### config.mk
export PLATFORM = sky130hd
export DESIGN_NAME = uart_tx_fifo_cfg
export DESIGN_NICKNAME = d
export VERILOG_FILES = /design/src/rtl/uart_pkg.sv /design/src/rtl/sync_fifo.sv /design/src/rtl/uart_tx_fifo_cfg.sv
export SDC_FILE = /design/constraint.sdc
export NUM_CORES = 1
export LEC_CHECK = 0
export CELL_PAD_IN_SITES_DETAIL_PLACEMENT = 1
export CELL_PAD_IN_SITES_GLOBAL_PLACEMENT = 1
export CORE_AREA = 4 4 98 169
export CTS_CLUSTER_DIAMETER = 80
export DETAILED_ROUTE_END_ITERATION = 6
export DIE_AREA = 0 0 102 173
export PLACE_DENSITY_LB_ADDON = 0.1
export SYNTH_ARGS = -nofsm -noshare
export SYNTH_HDL_FRONTEND = slang
export SYNTH_SLANG_ARGS = --single-unit
### constraint.sdc
create_clock -name clk -period 3.2 [get_ports clk]
set_input_delay 0.64 -clock clk [delete_from_list [all_inputs] [get_ports clk]]
set_output_delay 0.64 -clock clk [all_outputs]
set_load 0.02 [all_outputs]
### src/rtl/uart_pkg.sv
// rtl/uart_pkg.sv - shared UART parity/state types and baud divisor helper
package uart_pkg;

  typedef enum logic [1:0] {
    PAR_NONE = 2'd0,
    PAR_EVEN = 2'd1,
    PAR_ODD  = 2'd2
  } parity_e;

  typedef enum logic [2:0] {
    ST_IDLE   = 3'd0,
    ST_START  = 3'd1,
    ST_DATA   = 3'd2,
    ST_PARITY = 3'd3,
    ST_STOP   = 3'd4
  } tx_state_e;

  // Rounded to the nearest whole clock so the bit-rate error stays below half a clock.
  function automatic int baud_div(input int clk_freq, input int baud);
    return (clk_freq + baud / 2) / baud;
  endfunction

endpackage

### src/rtl/sync_fifo.sv
// rtl/sync_fifo.sv - single-clock show-ahead FIFO with occupancy count and drop flag
module sync_fifo #(
  parameter int DATA_W = 8,
  parameter int DEPTH  = 16
) (
  input  logic                     clk,
  input  logic                     rst_n,
  input  logic                     wr_en_i,
  input  logic [DATA_W-1:0]        wr_data_i,
  input  logic                     rd_en_i,
  output logic [DATA_W-1:0]        rd_data_o,
  output logic                     full_o,
  output logic                     empty_o,
  output logic [$clog2(DEPTH):0]   level_o,
  output logic                     ovf_o
);

  localparam int AW = $clog2(DEPTH);
  localparam int LW = AW + 1;

  logic [DATA_W-1:0] mem_q [DEPTH];
  logic [AW-1:0]     wr_ptr_q, wr_ptr_d;
  logic [AW-1:0]     rd_ptr_q, rd_ptr_d;
  logic [LW-1:0]     cnt_q, cnt_d;
  logic              ovf_q, ovf_d;
  logic              do_wr, do_rd;

  assign full_o    = (cnt_q == LW'(DEPTH));
  assign empty_o   = (cnt_q == '0);
  assign level_o   = cnt_q;
  assign ovf_o     = ovf_q;
  assign rd_data_o = mem_q[rd_ptr_q];

  // A full FIFO refuses the write even if a pop frees a slot on the same edge.
  assign do_wr = wr_en_i && !full_o;
  assign do_rd = rd_en_i && !empty_o;

  always_comb begin
    wr_ptr_d = wr_ptr_q;
    rd_ptr_d = rd_ptr_q;
    cnt_d    = cnt_q;
    ovf_d    = wr_en_i && full_o;
    if (do_wr) wr_ptr_d = wr_ptr_q + AW'(1);
    if (do_rd) rd_ptr_d = rd_ptr_q + AW'(1);
    case ({do_wr, do_rd})
      2'b10:   cnt_d = cnt_q + LW'(1);
      2'b01:   cnt_d = cnt_q - LW'(1);
      default: cnt_d = cnt_q;
    endcase
  end

  always_ff @(posedge clk or negedge rst_n) begin
    if (!rst_n) begin
      wr_ptr_q <= '0;
      rd_ptr_q <= '0;
      cnt_q    <= '0;
      ovf_q    <= 1'b0;
    end else begin
      wr_ptr_q <= wr_ptr_d;
      rd_ptr_q <= rd_ptr_d;
      cnt_q    <= cnt_d;
      ovf_q    <= ovf_d;
    end
  end

  always_ff @(posedge clk) begin
    if (do_wr) mem_q[wr_ptr_q] <= wr_data_i;
  end

endmodule

### src/rtl/uart_tx_fifo_cfg.sv
// rtl/uart_tx_fifo_cfg.sv - FIFO-buffered UART transmitter with configurable framing
module uart_tx_fifo_cfg
  import uart_pkg::*;
#(
  parameter int      CLK_FREQ  = 25_000_000,
  parameter int      BAUD      = 115200,
  parameter int      DATA_W    = 8,
  parameter int      DEPTH     = 16,
  parameter parity_e PARITY    = PAR_NONE,
  parameter int      STOP_BITS = 1
) (
  input  logic                   clk,
  input  logic                   rst_n,
  input  logic                   wr_en,
  input  logic [DATA_W-1:0]      wr_data,
  input  logic                   tx_en,
  output logic                   ready,
  output logic                   full,
  output logic                   empty,
  output logic [$clog2(DEPTH):0] level,
  output logic                   ovf,
  output logic                   busy,
  output logic                   o_txp
);

  localparam int BAUD_DIV = baud_div(CLK_FREQ, BAUD);
  localparam int STOP_LEN = STOP_BITS * BAUD_DIV;
  localparam int CNT_W    = $clog2(STOP_LEN + 1);
  localparam int BIT_W    = $clog2(DATA_W);

  tx_state_e         state_q, state_d;
  logic [CNT_W-1:0]  cnt_q, cnt_d;
  logic [BIT_W-1:0]  bit_q, bit_d;
  logic [DATA_W-1:0] sh_q, sh_d;
  logic              par_q, par_d;
  logic              txp_q, txp_d;

  logic [DATA_W-1:0] rd_data;
  logic              baud_end, stop_end, pop;

  sync_fifo #(
    .DATA_W (DATA_W),
    .DEPTH  (DEPTH)
  ) u_fifo (
    .clk       (clk),
    .rst_n     (rst_n),
    .wr_en_i   (wr_en),
    .wr_data_i (wr_data),
    .rd_en_i   (pop),
    .rd_data_o (rd_data),
    .full_o    (full),
    .empty_o   (empty),
    .level_o   (level),
    .ovf_o     (ovf)
  );

  assign ready    = !full;
  assign busy     = (state_q != ST_IDLE);
  assign o_txp    = txp_q;
  assign baud_end = (cnt_q == CNT_W'(BAUD_DIV - 1));
  assign stop_end = (cnt_q == CNT_W'(STOP_LEN - 1));

  // Popping on the last stop-bit clock chains frames with no idle gap.
  assign pop = tx_en && !empty &&
               ((state_q == ST_IDLE) || ((state_q == ST_STOP) && stop_end));

  always_comb begin
    state_d = state_q;
    cnt_d   = cnt_q;
    bit_d   = bit_q;
    sh_d    = sh_q;
    par_d   = par_q;
    case (state_q)
      ST_START: begin
        cnt_d = cnt_q + CNT_W'(1);
        if (baud_end) begin
          state_d = ST_DATA;
          cnt_d   = '0;
          bit_d   = '0;
        end
      end
      ST_DATA: begin
        cnt_d = cnt_q + CNT_W'(1);
        if (baud_end) begin
          cnt_d = '0;
          sh_d  = sh_q >> 1;
          bit_d = bit_q + BIT_W'(1);
          if (bit_q == BIT_W'(DATA_W - 1)) begin
            state_d = (PARITY == PAR_NONE) ? ST_STOP : ST_PARITY;
          end
        end
      end
      ST_PARITY: begin
        cnt_d = cnt_q + CNT_W'(1);
        if (baud_end) begin
          state_d = ST_STOP;
          cnt_d   = '0;
        end
      end
      ST_STOP: begin
        cnt_d = cnt_q + CNT_W'(1);
        if (stop_end) begin
          state_d = ST_IDLE;
          cnt_d   = '0;
        end
      end
      default: begin
        cnt_d = '0;
      end
    endcase
    if (pop) begin
      state_d = ST_START;
      cnt_d   = '0;
      sh_d    = rd_data;
      par_d   = (^rd_data) ^ (PARITY == PAR_ODD);
    end
  end

  // Line is registered from the current state, so it trails the FSM by one clock.
  always_comb begin
    txp_d = 1'b1;
    case (state_q)
      ST_START:  txp_d = 1'b0;
      ST_DATA:   txp_d = sh_q[0];
      ST_PARITY: txp_d = par_q;
      default:   txp_d = 1'b1;
    endcase
  end

  always_ff @(posedge clk or negedge rst_n) begin
    if (!rst_n) begin
      state_q <= ST_IDLE;
      cnt_q   <= '0;
      bit_q   <= '0;
      sh_q    <= '0;
      par_q   <= 1'b0;
      txp_q   <= 1'b1;
    end else begin
      state_q <= state_d;
      cnt_q   <= cnt_d;
      bit_q   <= bit_d;
      sh_q    <= sh_d;
      par_q   <= par_d;
      txp_q   <= txp_d;
    end
  end

endmodule

Word-level counts from Yosys, hierarchy flattened. Memory sizes are Yosys's and may differ from the RTL's. Index checks and enable logic that the tools add are counted.

Muxes and demuxes: 19. Add/subtract/negate cells: 6. Eq/ne operators: 16. Reductions and logical operators: 22.

Operators with widths (number): $mux W8 (6); $mux W3 (7); $ne A3 B2 Y1 const B (5); $pmux W3 S4 (1); $pmux W5 S2 (1); $add A4 B1 Y4 const B (2); $add A8 B1 Y8 const B (1); $eq A8 B8 Y1 const B (1); $reduce_bool A2 Y1 (4); $reduce_xor A8 Y1 (1); $eq A3 B2 Y1 const B (2); $eq A3 B3 Y1 const B (2); $logic_and A1 B1 Y1 (6); $pmux W3 S2 (1); $reduce_and A6 Y1 (1); $add A5 B1 Y5 const B (1); $eq A5 B5 Y1 const B (1); $logic_not A5 Y1 (1); $reduce_bool A5 Y1 (1); $sub A5 B1 Y5 const B (1); $ne A2 B2 Y1 const B (2); $reduce_or A4 Y1 (1); $add A3 B1 Y3 const B (1); $eq A3 B1 Y1 const B (1); other kinds (10) (12).

Word-level logic and storage cells: 74. Memories: 1. Memory bits (writable): 128. Bits in registers: 38. Output and inout bits: 11. Input port bits: 12.

Memories: u_fifo.mem_q (words 16, bits a word 8, rd ports 1, clocked after Yosys merged registers in 0, write ports 1, RTL line sync_fifo.sv:21) `logic [DATA_W-1:0] mem_q [DEPTH];`.

Longest topological paths before layout.
Depth in word-level cells: 7. Mapped depth: 13. Gate-level depth less buffers: 12.

Hierarchy. A second synthesis with hierarchy kept.

Cells, all modules: 454. Area, all modules: 7123.1 µm².

Modules (own cells, without submodules): sync_fifo (seq. area each 4194.0 µm², cells an instance 334, times used 1, area an instance 5826.8 µm²); uart_tx_fifo_cfg (seq. area each 601.8 µm², cells an instance 120, times used 1, area an instance 1296.2 µm²).

Worst setup path before layout. Ideal clock, no wire load.

Kind: reg2reg. From: reg u_fifo.cnt_q[2] (netlist: u_fifo.level_o[2]). To: reg u_fifo.cnt_q[4] (netlist: u_fifo.level_o[4]). Slack: 87 ps. Buffers on the path: 1. Stages on the path, launching flop included: 12. Library setup time: 133 ps. Period minus slack after synthesis: 3113 ps. Data arrival time: 2980 ps. Required time: 3067 ps. Path through: dfrtp_1 -> nor4_1 -> nor2b_1 -> a211oi_2 -> buf_4 -> ha_1 -> fa_1 -> a21o_1 -> a21oi_1 -> xor2_1 -> nor2_1 -> xor2_1.

Cells in the longest elaborated chain, start to end: 7. Elaborated cells between the ends (all ways): 14. Classes of those cells: add/sub (2); eq/ne (3); mux (1); reduce/logical (8).

RTL lines: start: declaration (RTL line sync_fifo.sv:24) `logic [LW-1:0] cnt_q, cnt_d;`; start signal: assignment (RTL line sync_fifo.sv:61) `cnt_q <= cnt_d;`; $logic_not A5 Y1 (*) (RTL line sync_fifo.sv:29) `assign empty_o = (cnt_q == '0);`; named net empty (RTL line uart_tx_fifo_cfg.sv:19) `output logic empty,`; $logic_not A1 Y1 (*) (RTL line sync_fifo.sv:36, uart_tx_fifo_cfg.sv:64); $logic_and A1 B1 Y1 (2 in a row) (RTL line uart_tx_fifo_cfg.sv:64) `assign pop = tx_en && !empty &&`; $logic_and A1 B1 Y1 (*) (RTL line sync_fifo.sv:36) `assign do_rd = rd_en_i && !empty_o;`; named net u_fifo.do_rd (RTL line sync_fifo.sv:26) `logic do_wr, do_rd;`; $eq A2 B1 Y1 / $eq A2 B2 Y1 (equally long branches) (RTL line sync_fifo.sv:45) `case ({do_wr, do_rd})`; $pmux W5 S2 / $reduce_bool A2 Y1 (equally long branches).

Mark *: on every way through the listed nets, which the timed path passes. The rest lies on a longest branch. A chain may end at the register's enable or synchronous reset.

Worst setup path in the final report.
From: reg u_fifo.cnt_q[2] (netlist: u_fifo.level_o[2]). To: out empty.

Cells in the longest elaborated chain, start to end: 1.

RTL lines (RTL line): $logic_not A5 Y1 (sync_fifo.sv:29); end: declaration (uart_tx_fifo_cfg.sv:19).

No other way between the ends.

==> impl_metrics.py <==
metrics = {
    "status": {
        "status": "complete, no violations",
    },
    "synth": {
        "syn_area_um2": 6960,
        "syn_inst": 414,
        "ys_seq_elements": 166,
        "yosysWarnings": 0,
        "synth_top_area_share_pct": 55.2,
        "synthTopCellsByArea": "edfxtp_1 55%, dfrtp_1 13%, mux4_2 6.8%",
        "synth_ff_type": "edfxtp_1",
        "async_flop_share_pct": 22.9,
        "synth_common_cells": "128 x edfxtp_1, 37 x dfrtp_1, 35 x nand2_1",
        "synthMostInstantiatedCell": "edfxtp_1",
        "yosysSeqAreaShare_pct": 68.9,
        "synth.distinct_cells": 45,
        "yosysTopAreaCell": "edfxtp_1",
        "synth_nets": 440,
        "synth_edf_count": 128,
        "avgSynthCellArea_um2": 16.8,
    },
    "critical_path": {
        "end_kind": "output port",
        "rr_worst_depth": 10,
        "critPathMaxFanout": 4,
        "cp.arrival_ns": 2.22,
        "crit_type": "reg2out",
        "required_ns": 2.56,
        "cp-start-kind": "flip-flop",
    },
    "grt": {
        "grt_util_all_layers_pct": 17.6,
        "grt_pass1_wl_mm": 22.8,
        "antenna_found_initial": 0,
        "grt_pass1_vias": 4109,
        "gr-total-overflow": 0,
        "grt_max_degree": 39,
    },
    "sta": {
        "fin_crit_ns": 2.86,
        "finClkSkew_ns": 0.0112,
        "final_hold_viol_count": 0,
        "fmax_mhz": 350,
        "worst_slew_pin_slew_ns": 0.902,
        "worst_slack_ns": 0.342,
        "slew_violations": 0,
        "rsz0062_at_grt": "no",
        "slew_headroom_pct": 39.9,
        "tns_ns": 0,
        "period_share_pct": 89.3,
        "finalSetupViolations": 0,
    },
    "placed_design": {
        "dp_slack_ns": 0.219,
        "dp_hpwl_mm": 9.89,
        "port_buffers": 22,
        "place_area_um2": 7470,
        "finalWeightedCongestion": 0.773,
        "placed_cells": 625,
    },
    "clocking": {
        "h-tree-depth": 4,
        "ctsHoldBuffers": 0,
        "cts_root_buf": "clkbuf_16",
        "cts_setup_buffers": 0,
        "cts-resized-gates": 0,
        "cts_tree": "built",
        "clk_pin_slew_worst_paths_ns": 0.07,
        "clock_latency_ns": 0.42,
        "clockBufferDepth": 2,
        "cts.sinks": 166,
        "cts_buffers": 17,
    },
    "finish": {
        "fin_util_pct": 52.8,
        "postLayoutCellArea_um2": 8080,
        "drive_gt1_share_pct": 18.0,
        "nets": 484,
        "syn_to_final_growth_pct": 16.0,
        "finalNonFillerCells": 657,
        "num_antenna_cells": 0,
    },
    "floorplan": {
        "die_w_um": 102,
        "start_util_pct": 45.5,
        "core-area_um2": 15300,
        "io_pins": 23,
        "die_y_um": 173,
        "dieArea_um2": 17600,
        "placementRows": 60,
    },
    "route": {
        "wl_per_cell_um": 21.8,
        "wl_mm": 14.3,
        "drc": 0,
        "vias_per_cell": 5.54,
        "ant_nets": 0,
        "drt-pass1-iter-count": 4,
        "drtIter0Drc": 166,
        "via_count": 3640,
    },
    "power": {
        "vdd.ir_drop.worst_v": 0.000378,
        "p_per_area_nw_per_um2": 898,
        "total_leakage_power_nw": 2.97,
    },
    "run": {
        "maxCapViolCount": 0,
    },
    "hold_path": {
        "min_path_type": "in2async",
    },
}
## report_power, final
part	switching [W]	leakage, nW	total [W]	internal [W]
logic	0.00118	1.05	0.00227	0.00109
registers	0.000249	1.63	0.00292	0.00267
clock network	0.000938	0.289	0.00206	0.00112
## layout make-up
type / count / area (um^2)
timing repair buffer: 46 / 420
clock inverter: 15 / 189
sequential: 166 / 4800
inverter: 8 / 30.0
fill: 1473 / 7230
clock buffer: 17 / 425
multi-input combinational: 219 / 1990
tap: 186 / 233
## cells by family (layout without fill, tap and decap cells)
| family | after synthesis | count (layout) | synth area share (%) |
|---|---|---|---|
| and+or+nand+nor | 93 | 93 | 6.13 |
| DFF | 166 | 166 | 68.9 |
| xor gates and xnor gates | 24 | 24 | 3.02 |
| muxes | 42 | 42 | 12.4 |
| AOI/OAI and AO/OA | 46 | 46 | 4.33 |
| buffers and inverters | 29 | 86 | 2.61 |
| adders and majority gates | 14 | 14 | 2.62 |
## worst max-delay path, cell delays in order (launching register included)
cell,delay (ns)
dfrtp_1,0.42
nor4_1,0.46
nor2b_1,0.26
clkdlybuf4s50_1,0.64
## final timing paths
check / from / endpoint / slack, ns
worst min-delay path: rst_n / u_fifo.ovf_o$_DFF_PN0_ / 0.33
worst min register to register: cnt_q[0]$_DFF_PN0_ / cnt_q[0]$_DFF_PN0_ / 0.51
worst max-delay path: u_fifo.level_o[2]$_DFFE_PN0P_ / empty / 0.34
min in group clk: cnt_q[0]$_DFF_PN0_ / cnt_q[0]$_DFF_PN0_ / 0.51
worst max register to register: u_fifo.level_o[2]$_DFFE_PN0P_ / u_fifo.level_o[4]$_DFFE_PN0P_ / 0.34
max in group asynchronous: rst_n / u_fifo.rd_ptr_q[0]$_DFFE_PN0P_ / 2.25
## placed cells by master, fill, tap and decap left out, types with 11 or more instances in the layout
cell type,Yosys,final
edfxtp_1,128,128
o21ai_0,17,17
nand2_1,35,35
mux4_1,11,11
clkdlybuf4s50_1,0,21
mux4_2,21,21
ha_1,13,13
xnor2_1,16,16
nor2_1,27,27
clkbuf_16,0,17
dfrtp_1,37,36
buf_4,3,22
a22oi_1,16,16
## metrics by stage
stage,hold slack (ns),power [W]
after floorplan,0.344,0.00461
after detailed placement,0.514,0.00530
after global placement,0.485,0.00521
after global routing,0.407,0.00769
after CTS,0.362,0.00739
final,0.327,0.00725
## state kept, by name, summed over array words and instances, names as in the netlist
name             count
bit_q                3
state_q              3
u_fifo.mem_q       128
u_fifo.level_o       5
o_txp                1
u_fifo.rd_ptr_q      4
cnt_q                8
sh_q                 8
par_q                1
u_fifo.ovf_o         1
u_fifo.wr_ptr_q      4
## routing by layer
layer / vias to the layer above / GRT usage (%) / wire length, um
met2: 39 / 33.2 / 8570
met4: 0 / 5.75 / 150
met3: 10 / 3.31 / 271
met1: 1922 / 19.3 / 5350
li1: 1669 / - / -
met5: - / 0 / 0
(Power assumes the default switching activity.)
